==> src/rtl/branch_resolve_if.sv <==
// branch_resolve_if: execute-to-fetch branch request and PC/redirect/flush bus
//   master: drives br_valid, br_op, br_rs, br_rt, br_pc, br_offset, pc_advance
//   slave : drives br_ready, pc, redirect, flush, stall, taken_count
interface branch_resolve_if #(parameter int WIDTH = 16);
  logic             br_valid;
  logic             br_ready;
  logic [1:0]       br_op;
  logic [WIDTH-1:0] br_rs;
  logic [WIDTH-1:0] br_rt;
  logic [WIDTH-1:0] br_pc;
  logic [WIDTH-1:0] br_offset;
  logic             pc_advance;
  logic [WIDTH-1:0] pc;
  logic             redirect;
  logic             flush;
  logic             stall;
  logic [7:0]       taken_count;
  modport master(
    output br_valid, br_op, br_rs, br_rt, br_pc, br_offset, pc_advance,
    input  br_ready, pc, redirect, flush, stall, taken_count
  );
  modport slave(
    input  br_valid, br_op, br_rs, br_rt, br_pc, br_offset, pc_advance,
    output br_ready, pc, redirect, flush, stall, taken_count
  );
endinterface

==> src/rtl/branch_resolve_unit.sv <==
// branch_resolve_unit: resolves branches, owns the fetch PC, drives redirect/flush
//   clk, rst_n : clock and synchronous active-low reset
//   bus        : branch request in (valid/ready, op, rs, rt, pc, offset), pc_advance in;
//                pc, redirect, flush, stall, taken_count out
module branch_resolve_unit #(
  parameter int               WIDTH        = 16,
  parameter int               FLUSH_CYCLES = 2,
  parameter logic [WIDTH-1:0] RESET_PC     = '0
) (
  input logic              clk,
  input logic              rst_n,
  branch_resolve_if.slave  bus
);
  localparam int CW = FLUSH_CYCLES > 1 ? $clog2(FLUSH_CYCLES) : 1;
  typedef enum logic [1:0] {IDLE, RESOLVE, FLUSH} state_t;
  state_t           state_q;
  logic [1:0]       op_q;
  logic [WIDTH-1:0] rs_q, rt_q, bpc_q, off_q, pc_q, pc_d, target_d;
  logic             taken_d, redirect_q, flush_q;
  logic [CW-1:0]    cnt_q;
  logic [7:0]       taken_count_q;
  always_comb begin
    taken_d  = op_q == 2'b00 ? rs_q == rt_q :
               op_q == 2'b01 ? rs_q != rt_q :
               op_q == 2'b10 ? rs_q != '0 : 1'b1;
    target_d = bpc_q + WIDTH'(1) + off_q;
    // a redirect load beats pc_advance; pc_advance is ignored while flushing
    pc_d     = (state_q == RESOLVE && taken_d) ? target_d :
               (bus.pc_advance && state_q != FLUSH) ? pc_q + WIDTH'(1) : pc_q;
  end
  always_ff @(posedge clk) begin
    if (!rst_n) begin
      state_q       <= IDLE;
      pc_q          <= RESET_PC;
      redirect_q    <= 1'b0;
      flush_q       <= 1'b0;
      cnt_q         <= '0;
      taken_count_q <= '0;
      op_q          <= '0;
      rs_q          <= '0;
      rt_q          <= '0;
      bpc_q         <= '0;
      off_q         <= '0;
    end else begin
      pc_q <= pc_d;
      case (state_q)
        IDLE: if (bus.br_valid) begin
          op_q    <= bus.br_op;
          rs_q    <= bus.br_rs;
          rt_q    <= bus.br_rt;
          bpc_q   <= bus.br_pc;
          off_q   <= bus.br_offset;
          state_q <= RESOLVE;
        end
        RESOLVE: if (taken_d) begin
          redirect_q    <= 1'b1;
          flush_q       <= 1'b1;
          cnt_q         <= CW'(FLUSH_CYCLES - 1);
          taken_count_q <= taken_count_q + {7'd0, taken_count_q != 8'hFF};
          state_q       <= FLUSH;
        end else begin
          state_q <= IDLE;
        end
        FLUSH: begin
          redirect_q <= 1'b0;
          if (cnt_q == '0) begin
            flush_q <= 1'b0;
            state_q <= IDLE;
          end else begin
            cnt_q <= cnt_q - CW'(1);
          end
        end
        default: state_q <= IDLE;
      endcase
    end
  end
  assign bus.br_ready    = state_q == IDLE;
  assign bus.stall       = state_q != IDLE;
  assign bus.pc          = pc_q;
  assign bus.redirect    = redirect_q;
  assign bus.flush       = flush_q;
  assign bus.taken_count = taken_count_q;
endmodule
==> src/flat_wrapper.sv <==
// flat-port wrapper written by rule: the top's interface ports become plain ports
module branch_resolve_unit_flat 
#(
  parameter int               WIDTH        = 16,
  parameter int               FLUSH_CYCLES = 2,
  parameter logic [WIDTH-1:0] RESET_PC     = '0
)
  (clk, rst_n, bus_br_valid, bus_br_op, bus_br_rs, bus_br_rt, bus_br_pc, bus_br_offset, bus_pc_advance, bus_br_ready, bus_pc, bus_redirect, bus_flush, bus_stall, bus_taken_count);
  branch_resolve_if #(.WIDTH(WIDTH)) bus_i ();
  input logic clk;
  input logic rst_n;
  input wire logic [$bits(bus_i.br_valid)-1:0] bus_br_valid;
  input wire logic [$bits(bus_i.br_op)-1:0] bus_br_op;
  input wire logic [$bits(bus_i.br_rs)-1:0] bus_br_rs;
  input wire logic [$bits(bus_i.br_rt)-1:0] bus_br_rt;
  input wire logic [$bits(bus_i.br_pc)-1:0] bus_br_pc;
  input wire logic [$bits(bus_i.br_offset)-1:0] bus_br_offset;
  input wire logic [$bits(bus_i.pc_advance)-1:0] bus_pc_advance;
  output wire logic [$bits(bus_i.br_ready)-1:0] bus_br_ready;
  output wire logic [$bits(bus_i.pc)-1:0] bus_pc;
  output wire logic [$bits(bus_i.redirect)-1:0] bus_redirect;
  output wire logic [$bits(bus_i.flush)-1:0] bus_flush;
  output wire logic [$bits(bus_i.stall)-1:0] bus_stall;
  output wire logic [$bits(bus_i.taken_count)-1:0] bus_taken_count;
  assign bus_i.br_valid = bus_br_valid;
  assign bus_i.br_op = bus_br_op;
  assign bus_i.br_rs = bus_br_rs;
  assign bus_i.br_rt = bus_br_rt;
  assign bus_i.br_pc = bus_br_pc;
  assign bus_i.br_offset = bus_br_offset;
  assign bus_i.pc_advance = bus_pc_advance;
  assign bus_br_ready = bus_i.br_ready;
  assign bus_pc = bus_i.pc;
  assign bus_redirect = bus_i.redirect;
  assign bus_flush = bus_i.flush;
  assign bus_stall = bus_i.stall;
  assign bus_taken_count = bus_i.taken_count;
  branch_resolve_unit #(.WIDTH(WIDTH), .FLUSH_CYCLES(FLUSH_CYCLES), .RESET_PC(RESET_PC)) u_core (.clk(clk), .rst_n(rst_n), .bus(bus_i));
endmodule
==> config.mk <==
export PLATFORM = sky130hd
export DESIGN_NAME = branch_resolve_unit_flat
export DESIGN_NICKNAME = d
export VERILOG_FILES = /design/src/rtl/branch_resolve_if.sv /design/src/rtl/branch_resolve_unit.sv /design/src/flat_wrapper.sv
export SDC_FILE = /design/constraint.sdc
export NUM_CORES = 1
export LEC_CHECK = 0
export ABC_CLOCK_PERIOD_IN_PS = 2600
export BUFFER_PORTS_ARGS = -buffer_cell sky130_fd_sc_hd__buf_2
export CAP_MARGIN = 25
export CORE_MARGIN = 1.5
export CORE_UTILIZATION = 55
export CTS_CLUSTER_SIZE = 20
export DETAILED_ROUTE_END_ITERATION = 12
export PLACE_DENSITY_LB_ADDON = 0.1
export SKIP_CTS_REPAIR_TIMING = 1
export SLEW_MARGIN = 25
export SYNTH_ARGS = -nofsm -noshare
export SYNTH_HDL_FRONTEND = slang
export SYNTH_SLANG_ARGS = --single-unit
==> constraint.sdc <==
create_clock -name clk -period 2.6 [get_ports clk]
set_input_delay 0.13 -clock clk [delete_from_list [all_inputs] [get_ports clk]]
set_output_delay 0.13 -clock clk [all_outputs]
set_load 0.05 [all_outputs]
==> results.yml, run 1 <==
power:
  clockPowerShare: 0.290
  p_leak_nw: 2.25
  powerDensity_nw_per_um2: 594
  finalPower_mw: 3.20
  internal-power_mw: 2.22
  power.switching_mw: 0.979
  pwr-share-comb: 0.205
  seq_power_share: 0.504
  p_sw_frac: 0.306
  ir_worst_vdd_mv: 0.371
final_layout:
  final_nets: 748
  diodes: 0
  final_layout_size_suffix_gt1_frac: 0.198
  fin_cells: 765
  area_delta_synth_final_pct: 17.5
place:
  placement.io_buffers: 97
  dp_hpwl_um: 7300
  pre_cts_ws_ns: 0.193
  dp_cells: 748
  gp_congestion: 0.849
status:
  status: "finished clean"
critical_path:
  rr_startpoint: "u_core.off_q[0]$_SDFFE_PN0P_"
  reg2reg_to: "u_core.bus.pc[14]$_SDFFE_PN0P_"
  worst_setup_path_start_kind: "register"
  crit_arrival_ns: 2.64
  reg2reg_depth: 11
  r2r_slack_ns: 0.20
  crit_end: "u_core.bus.pc[14]$_SDFFE_PN0P_"
  cp-startpoint: "u_core.off_q[0]$_SDFFE_PN0P_"
  path_max_fanout: 3
  crit_type: "reg -> reg"
  required_ns: 2.83
  crit_path_end_kind: "register"
drt:
  drc: 0
  avgViaCountPerCell: 5.29
  vias: 4049
  dr.pass1.iters: 4
  ant_nets: 0
  routedWlPerCell_um: 13.2
  postRouteWirelength_um: 10100
  drt_iter0_markers: 194
job:
  maxCapViolCount: 0
global_routing:
  grt_antenna_before_repair: 0
  grt_pass1_wl_um: 16600
  track_usage: 0.235
  grt_pass1_vias: 3685
  grt-ovfl-total: 0
  grt_max_degree: 67
floorplanning:
  core-area_um2: 8130
  pin_count: 98
  dieArea_um2: 8910
  start_util: 0.565
  rows: 33
  die_h_um: 94.4
  die-width_um: 94.4
timing:
  finalWorstSetupSlack_ns: 0.196
  final.setup.tns_ns: 0
  finalCritPeriodShare: 0.925
  timing.fmax_mhz: 416
  slew-limit-headroom: 0.473
  finalClockSkew_ns: 0.0126
  min_period_ns: 2.40
  whs_ns: 0.00715
  slew_violations: 0
  rsz0062_at_grt: "false"
  worst_slew_pin_slew_ns: 0.790
  final_hold_viol_count: 0
  setup_violations: 0
min_path:
  hold_class: "in -> reg"
  min_from: "bus_br_rs[9]"
cts:
  clockBufferDepth: 2
  cts-root-buf: "clkbuf_8"
  cts_max_level: 3
  path_clk_slew_ns: 0.09
  clock_latency_ns: 0.35
  tritoncts: "yes"
  cts_made_buffers: 9
  cts.sinks: 94
yosys:
  synth_xor_area_frac: 0.0916
  synth-edff-count: 0
  ys_seq_area_frac: 0.410
  synth.top_cell.area_share: 0.410
  synth-simple-area-share: 0.221
  synth_nets: 661
  ys_warn_count: 0
  synth_top_family_by_area: "simple AND/OR/NAND/NOR gates"
  synth-main-ff-cell: "dfxtp_1"
  synthMuxAreaShare: 0.0131
  ys_top_cells_by_count: "nand2_1 (155), dfxtp_1 (94), a21oi_1 (87)"
  synth_seq_cells: 94
  synth_async_sr_flop_share: 0
  synthAdderAreaFrac: 0.0616
  mappedNetlistArea_um2: 4590
  synth_most_common_cell: "nand2_1"
  yosysTopAreaCell: "dfxtp_1"
  netlist_instances: 569
  synth_area_leaders: "dfxtp_1 (41%), nand2_1 (13%), a21oi_1 (9.5%)"
  yosysUniqueCellTypes: 50
  synth_compound_area_frac: 0.170
  syn_area_per_cell_um2: 8.07
[area by class of cell]
| type | count | area [um2] |
|---|---|---|
| multi-input cells | 436 | 2560 |
| flip-flops and latches | 94 | 1880 |
| well taps | 105 | 131 |
| clock buffers | 10 | 128 |
| fillers | 721 | 2740 |
| inverters | 11 | 41.3 |
| clock inverters | 5 | 60.1 |
| repair buffers | 104 | 593 |
[layout by cell type (no fill, tap or decap), types with 3 or more instances in the layout]
master	netlist	layout
a211oi_1	11	11
a21o_1	3	3
a21oi_1	87	87
and3_1	4	4
buf_12	0	4
buf_2	3	97
clkbuf_8	0	9
dfxtp_1	94	94
ha_1	21	21
inv_1	11	10
mux2i_1	6	6
nand2_1	155	154
nand2b_1	4	4
nand3_1	8	8
nand4_1	10	10
nor2_1	24	24
nor4_1	4	4
o21ai_0	13	13
xnor2_1	31	31
xor2_1	17	17
[flip-flops by register name, indices dropped and copies added, names as in the netlist]
register	count
u_core.state_q	2
u_core.off_q	16
u_core.op_q	2
u_core.rt_q	16
u_core.bpc_q	16
u_core.bus.pc	16
u_core.cnt_q	1
u_core.bus.taken_count	8
u_core.bus.flush	1
u_core.rs_q	16
[how the worst min path moves through the flow]
| stage | to | depth (start not counted) |
|---|---|---|
| 3_3_place_gp | u_core.off_q[10]$_SDFFE_PN0P_ | 3 |
| 6_report | u_core.rs_q[9]$_SDFFE_PN0P_ | 3 |
| 5_1_grt | u_core.rs_q[14]$_SDFFE_PN0P_ | 3 |
| 4_1_cts | u_core.rs_q[14]$_SDFFE_PN0P_ | 3 |
| 3_5_place_dp | u_core.rs_q[14]$_SDFFE_PN0P_ | 3 |
| 2_1_floorplan | u_core.bpc_q[0]$_SDFFE_PN0P_ | 2 |
[metrics by stage]
| stage | util | instance area [um2] |
|---|---|---|
| 6_report | 0.663 | 5400 |
| 5_1_grt | 0.663 | 5400 |
| 3_3_place_gp | 0.638 | 5190 |
| 2_1_floorplan | - | 4590 |
| 4_1_cts | 0.661 | 5380 |
| 3_5_place_dp | 0.638 | 5190 |
[routing by layer]
metal  vias up  GRT usage  routed length, um  share of wire
met5         -          0                  0              0
met3         6     0.0338                512          0.051
met2        98      0.360               4530           0.45
li1       2101          -                  -              -
met1      1844      0.341               5000           0.49
met4         0     0.0709                 78         0.0077
[worst max-delay path: stages, from the launching register on]
cell and delay, ns:
dfxtp_1 0.32, inv_1 0.05, ha_1 0.15, inv_1 0.05, fa_1 0.39, a21o_1 0.21
a221o_1 0.35, a41oi_2 0.25, o21ai_1 0.13, o22ai_1 0.15, xor2_1 0.16, a21oi_1 0.08
[logic make-up after synthesis]
logic type	count (synthesis)
xor+xnor	48
flops	94
compound gates	133
buf+inv	39
mux	6
fa+ha+maj	22
simple gates	227
[power by group through the flow]
stage / logic (mW) / clock network, mW / registers [mW]
final: 0.658 / 0.930 / 1.61
after global routing: 0.726 / 1.03 / 1.63
after CTS: 0.658 / 0.962 / 1.61
after detailed placement: 0.655 / 0 / 1.65
after global placement: 0.645 / 0 / 1.64
after floorplan: 0.394 / 0 / 1.71
Note: power is estimated with default switching activity, not from simulation.
==> inputs of run 2 (changes only) <==
- CORE_MARGIN: 1.5 -> 4
==> run 2 against run 1 <==
Compared with the run above:
- the run now ends with negative hold slack left
- maximum frequency fell by 2.0%
- non-clock buffer count rose by 26
- first-iteration DRC count rose by 6.7%
- routed wire length rose by 7.2%
- cell count rose by 3.5%
- cell area rose by 5.6%
- clock power rose by 27%
- sequential share of layout area fell by 1.9 points
- combinational power rose by 5.0%
- critical path type unchanged
- largest cell class unchanged
- largest power group unchanged
==> results.yml, run 2 (same netlist as run 1, synthesis figures left out) <==
timing:
  final.setup.tns_ns: 0
  worst_slew_pin_slew_ns: 0.590
  slew-limit-headroom: 0.605
  final_hold_viol_count: 3
  finalClockSkew_ns: 0.0125
  min_period_ns: 2.45
  slew_violations: 0
  timing.fmax_mhz: 408
  setup_violations: 0
  finalCritPeriodShare: 0.944
  rsz0062_at_grt: "false"
  whs_ns: -0.00647
cts:
  cts_made_buffers: 9
  cts-root-buf: "clkbuf_8"
  cts.sinks: 94
  clock_latency_ns: 0.36
  path_clk_slew_ns: 0.10
  clockBufferDepth: 2
  tritoncts: "yes"
  cts_max_level: 3
final_layout:
  fin_cells: 792
  fin_util: 0.697
  fill_cells: 675
  final_cell_mix: "nand2_1 (154), buf_2 (97), dfxtp_1 (94)"
  final_common_cell: "nand2_1"
  area_delta_synth_final_pct: 24.1
  diodes: 0
  final_nets: 774
  final_layout_size_suffix_gt1_frac: 0.195
floorplanning:
  die_h_um: 99.4
  die-width_um: 99.4
  rows: 33
  core-area_um2: 8180
  pin_count: 98
  dieArea_um2: 9870
  start_util: 0.562
drt:
  avgViaCountPerCell: 5.30
  drc: 0
  postRouteWirelength_um: 10800
  dr.pass1.iters: 4
  drt_iter0_markers: 207
  topRoutingLayerUsed: "met4"
  vias: 4194
  wl_met2_um: 4760
  met1_length_um: 5280
  ant_nets: 0
  routedWlPerCell_um: 13.7
  route.met3.wl_um: 587
place:
  dp_hpwl_um: 7620
  gp_congestion: 0.889
  dp_cells: 750
  placement.io_buffers: 97
job:
  maxCapViolCount: 0
critical_path:
  crit_path_end_kind: "register"
  crit_arrival_ns: 2.70
  worst_setup_path_start_kind: "register"
  path_max_fanout: 3
  required_ns: 2.85
  crit_type: "reg -> reg"
power:
  powerDensity_nw_per_um2: 611
  ir_worst_vdd_mv: 0.325
  p_leak_nw: 2.39
global_routing:
  grt-ovfl-total: 0
  track_usage: 0.213
  grt_antenna_before_repair: 0
  grt_pass1_wl_um: 17100
  grt_max_degree: 67
  grt_pass1_vias: 3715
status:
  status: "complete, but fails checks"
  violations: "negative hold slack"
min_path:
  hold_class: "in -> reg"
## run 2: cell count changes in the layout (fill, tap and decap cells not counted)
| cell | before | now |
|---|---|---|
| buf_12 | 4 | 3 |
| buf_4 | 1 | 4 |
| bufinv_16 | 1 | 3 |
| clkbuf_8 | 9 | 10 |
| clkinv_2 | 1 | 0 |
| dlygate4sd3_1 | 2 | 26 |
| inv_6 | 1 | 0 |
## run 2: report_power, final
group | switching [mW] | internal [mW] | leakage (nW)
logic | 0.420 | 0.271 | 1.50
clock network | 0.509 | 0.667 | 0.120
registers | 0.0817 | 1.53 | 0.770
total | 1.01 | 2.47 | 2.39
## run 2: cell type report
cell class / instances / area, um2 / area share
inverters: 11 / 41.3 / 0.00725
flip-flops and latches: 94 / 1880 / 0.330
multi-input cells: 436 / 2560 / 0.449
clock buffers: 11 / 141 / 0.0248
clock inverters: 5 / 106 / 0.0187
repair buffers: 130 / 836 / 0.147
well taps: 105 / 131 / 0.0231
## run 2: critical path, stage by stage (launching register included)
cell     delay (ns)
dfxtp_1        0.32
inv_1          0.06
ha_1           0.16
inv_1          0.05
fa_1           0.40
a21o_1         0.21
a221o_1        0.35
a41oi_2        0.27
o21ai_1        0.13
o22ai_1        0.15
xor2_1         0.17
a21oi_1        0.08
## run 2: path summary, 6_finish.rpt
check / startpoint / cells after the start / to / slack [ns]
setup / recovery: u_core.off_q[0]$_SDFFE_PN0P_ / 11 / u_core.bus.pc[14]$_SDFFE_PN0P_ / 0.15
hold / removal: bus_br_op[0] / 3 / u_core.op_q[0]$_SDFFE_PN0P_ / -0.006
setup reg to reg: u_core.off_q[0]$_SDFFE_PN0P_ / 11 / u_core.bus.pc[14]$_SDFFE_PN0P_ / 0.15
hold reg to reg: u_core.bpc_q[0]$_SDFFE_PN0P_ / 2 / u_core.bpc_q[0]$_SDFFE_PN0P_ / 0.46
## run 2: routing by layer
layer  up-vias  GRT usage
li1       2161          -
met1      1910      0.313
met2       104      0.308
met3        19     0.0463
met4         0     0.0704
met5         -          0
## run 2: per-stage QoR
step	cell area, um2	worst slack, ns	total power, mW
final	5700	0.146	3.48
after global routing	5700	0.0168	3.64
after CTS	5440	0.136	3.47
after detailed placement	5190	0.165	2.30
after global placement	5190	0.242	2.29
after floorplan	4590	0.351	2.11
==> inputs of run 3 (changes only) <==
- CORE_ASPECT_RATIO: not set -> 0.5
==> run 3 against run 2 <==
Compared with the run above:
- the run now ends clean
- worst setup slack better by 0.047 ns
- hold slack improved by 0.017 ns
- sequential cell count did not move
- die area increased by 0.90%
- routed wire length down 5.6%
- global-route usage is 0.25 points lower
- non-clock buffer count decreased by 28
- utilization down 1.7 points
- via count decreased by 3.8%
- clock-buffer cell count fell by 2
- critical path type unchanged
- critical endpoint unchanged
- largest cell class unchanged
- largest power group unchanged
- highest routed layer unchanged
==> results.yml, run 3 (same netlist as run 1, synthesis figures left out) <==
status:
  status: "finished clean"
global_routing:
  grt_max_degree: 43
  grt_pass1_wl_um: 16900
  grt_pass1_vias: 3757
  grt_antenna_before_repair: 0
  grt-ovfl-total: 0
  track_usage: 0.210
timing:
  finalCritPeriodShare: 0.926
  timing.fmax_mhz: 416
  slew_violations: 0
  final_hold_viol_count: 0
  finalWorstSetupSlack_ns: 0.193
  finalClockSkew_ns: 0.00571
  final.setup.tns_ns: 0
  min_period_ns: 2.41
  rsz0062_at_grt: "false"
  slew-limit-headroom: 0.524
  worst_slew_pin_slew_ns: 0.712
  setup_violations: 0
cts:
  clock_latency_ns: 0.35
  path_clk_slew_ns: 0.07
  tritoncts: "yes"
  cts.sinks: 94
  cts-root-buf: "clkbuf_16"
  clockBufferDepth: 2
  cts_max_level: 3
  cts_made_buffers: 9
floorplanning:
  core-area_um2: 8060
  die_h_um: 72.6
  start_util: 0.570
  rows: 23
  die-width_um: 137
  dieArea_um2: 9960
  pin_count: 98
critical_path:
  critical-path-slowest-cell: "fa_1"
  crit_chain: "inv_1 -> ha_1 -> inv_1 -> fa_1 -> a21o_1 -> a221o_1 -> a41oi_2 -> o21ai_2 -> o22ai_2 -> xor2_1 -> a21oi_1"
  path_common_cell: "inv_1"
  crit_path_max_incr_delay_ns: 0.40
  path_buf_inv: 2
  required_ns: 2.80
  crit_type: "reg -> reg"
  worst_setup_path_start_kind: "register"
  cp_top_family: "compound AO/OA/AOI/OAI gates"
  crit_path_end_kind: "register"
  crit_arrival_ns: 2.61
  path_max_fanout: 3
job:
  maxCapViolCount: 0
final_layout:
  fin_cells: 771
  area_delta_synth_final_pct: 19.4
  final_cell_mix: "nand2_1 (154), buf_2 (97), dfxtp_1 (94)"
  diodes: 0
  final_layout_size_suffix_gt1_frac: 0.205
  final_area_um2: 5480
  final_common_cell: "nand2_1"
  final_nets: 746
power:
  finalPower_mw: 3.54
  p_sw_frac: 0.308
  powerDensity_nw_per_um2: 645
  pwr-share-comb: 0.183
  power.switching_mw: 1.09
  seq_power_share: 0.456
  internal-power_mw: 2.45
  ir_worst_vdd_mv: 0.347
  clockPowerShare: 0.360
  p_leak_nw: 2.31
place:
  placement.io_buffers: 97
  dp_hpwl_um: 7440
  placed_area_um2: 5180
  dp_cells: 755
  pre_cts_ws_ns: 0.163
  gp_congestion: 0.815
drt:
  postRouteWirelength_um: 10200
  ant_nets: 0
  vias: 4035
  dr.pass1.iters: 4
  avgViaCountPerCell: 5.23
  drt_iter0_markers: 176
  routedWlPerCell_um: 13.3
  drc: 0
min_path:
  hold_class: "in -> reg"
[run 3: changes by cell type in the layout (fill, tap and decap cells not counted)]
cell,delta
clkbuf_8,-10
inv_6,+4
clkbuf_16,+9
dlygate4sd3_1,-26
o21ai_1,-1
buf_4,-2
bufinv_16,-3
o21ai_2,+1
o22ai_2,+1
o22ai_1,-1
inv_8,+1
clkbuf_1,-1
[run 3: final timing paths]
path | from | endpoint | slack, ns | cells after the start
worst min register to register | u_core.off_q[0]$_SDFFE_PN0P_ | u_core.off_q[0]$_SDFFE_PN0P_ | 0.46 | 2
worst max-delay path | u_core.off_q[0]$_SDFFE_PN0P_ | u_core.bus.pc[14]$_SDFFE_PN0P_ | 0.19 | 11
worst max register to register | u_core.off_q[0]$_SDFFE_PN0P_ | u_core.bus.pc[14]$_SDFFE_PN0P_ | 0.19 | 11
worst min-delay path | bus_br_rt[14] | u_core.rt_q[14]$_SDFFE_PN0P_ | 0.01 | 3
[run 3: power groups by stage]
stage | clock (mW) | sequential (mW) | combinational [mW]
after floorplan | 0 | 1.71 | 0.394
after global placement | 0 | 1.64 | 0.642
after detailed placement | 0 | 1.65 | 0.650
after CTS | 1.30 | 1.61 | 0.654
after global routing | 1.36 | 1.63 | 0.719
final | 1.28 | 1.61 | 0.649
[run 3: layout make-up]
class / count / area (um2)
clock buffers: 9 / 225
clock inverters: 7 / 62.6
multi-input cells: 436 / 2570
well taps: 112 / 140
flip-flops and latches: 94 / 1880
repair buffers: 102 / 561
inverters: 11 / 41.3
fillers: 722 / 2580
[run 3: through the flow]
stage | hold WS (ns) | util
detailed placement | 0.377 | 0.643
finish | 0.0107 | 0.680
global placement | 0.372 | 0.643
CTS | 0.00463 | 0.679
global route | 0.0118 | 0.680
floorplan | 0.266 | -
[run 3: layer usage]
layer | vias to the layer above | GRT usage | wire length [um]
met2 | 81 | 0.347 | 4700
met5 | - | 0 | 0
met1 | 1828 | 0.271 | 4790
li1 | 2109 | - | -
met4 | 0 | 0.0730 | 166
met3 | 17 | 0.0537 | 579
[run 3: worst min-delay path, stage by stage]
cell	delay, ns
buf_2	0.09
nand2_1	0.04
a21oi_1	0.05
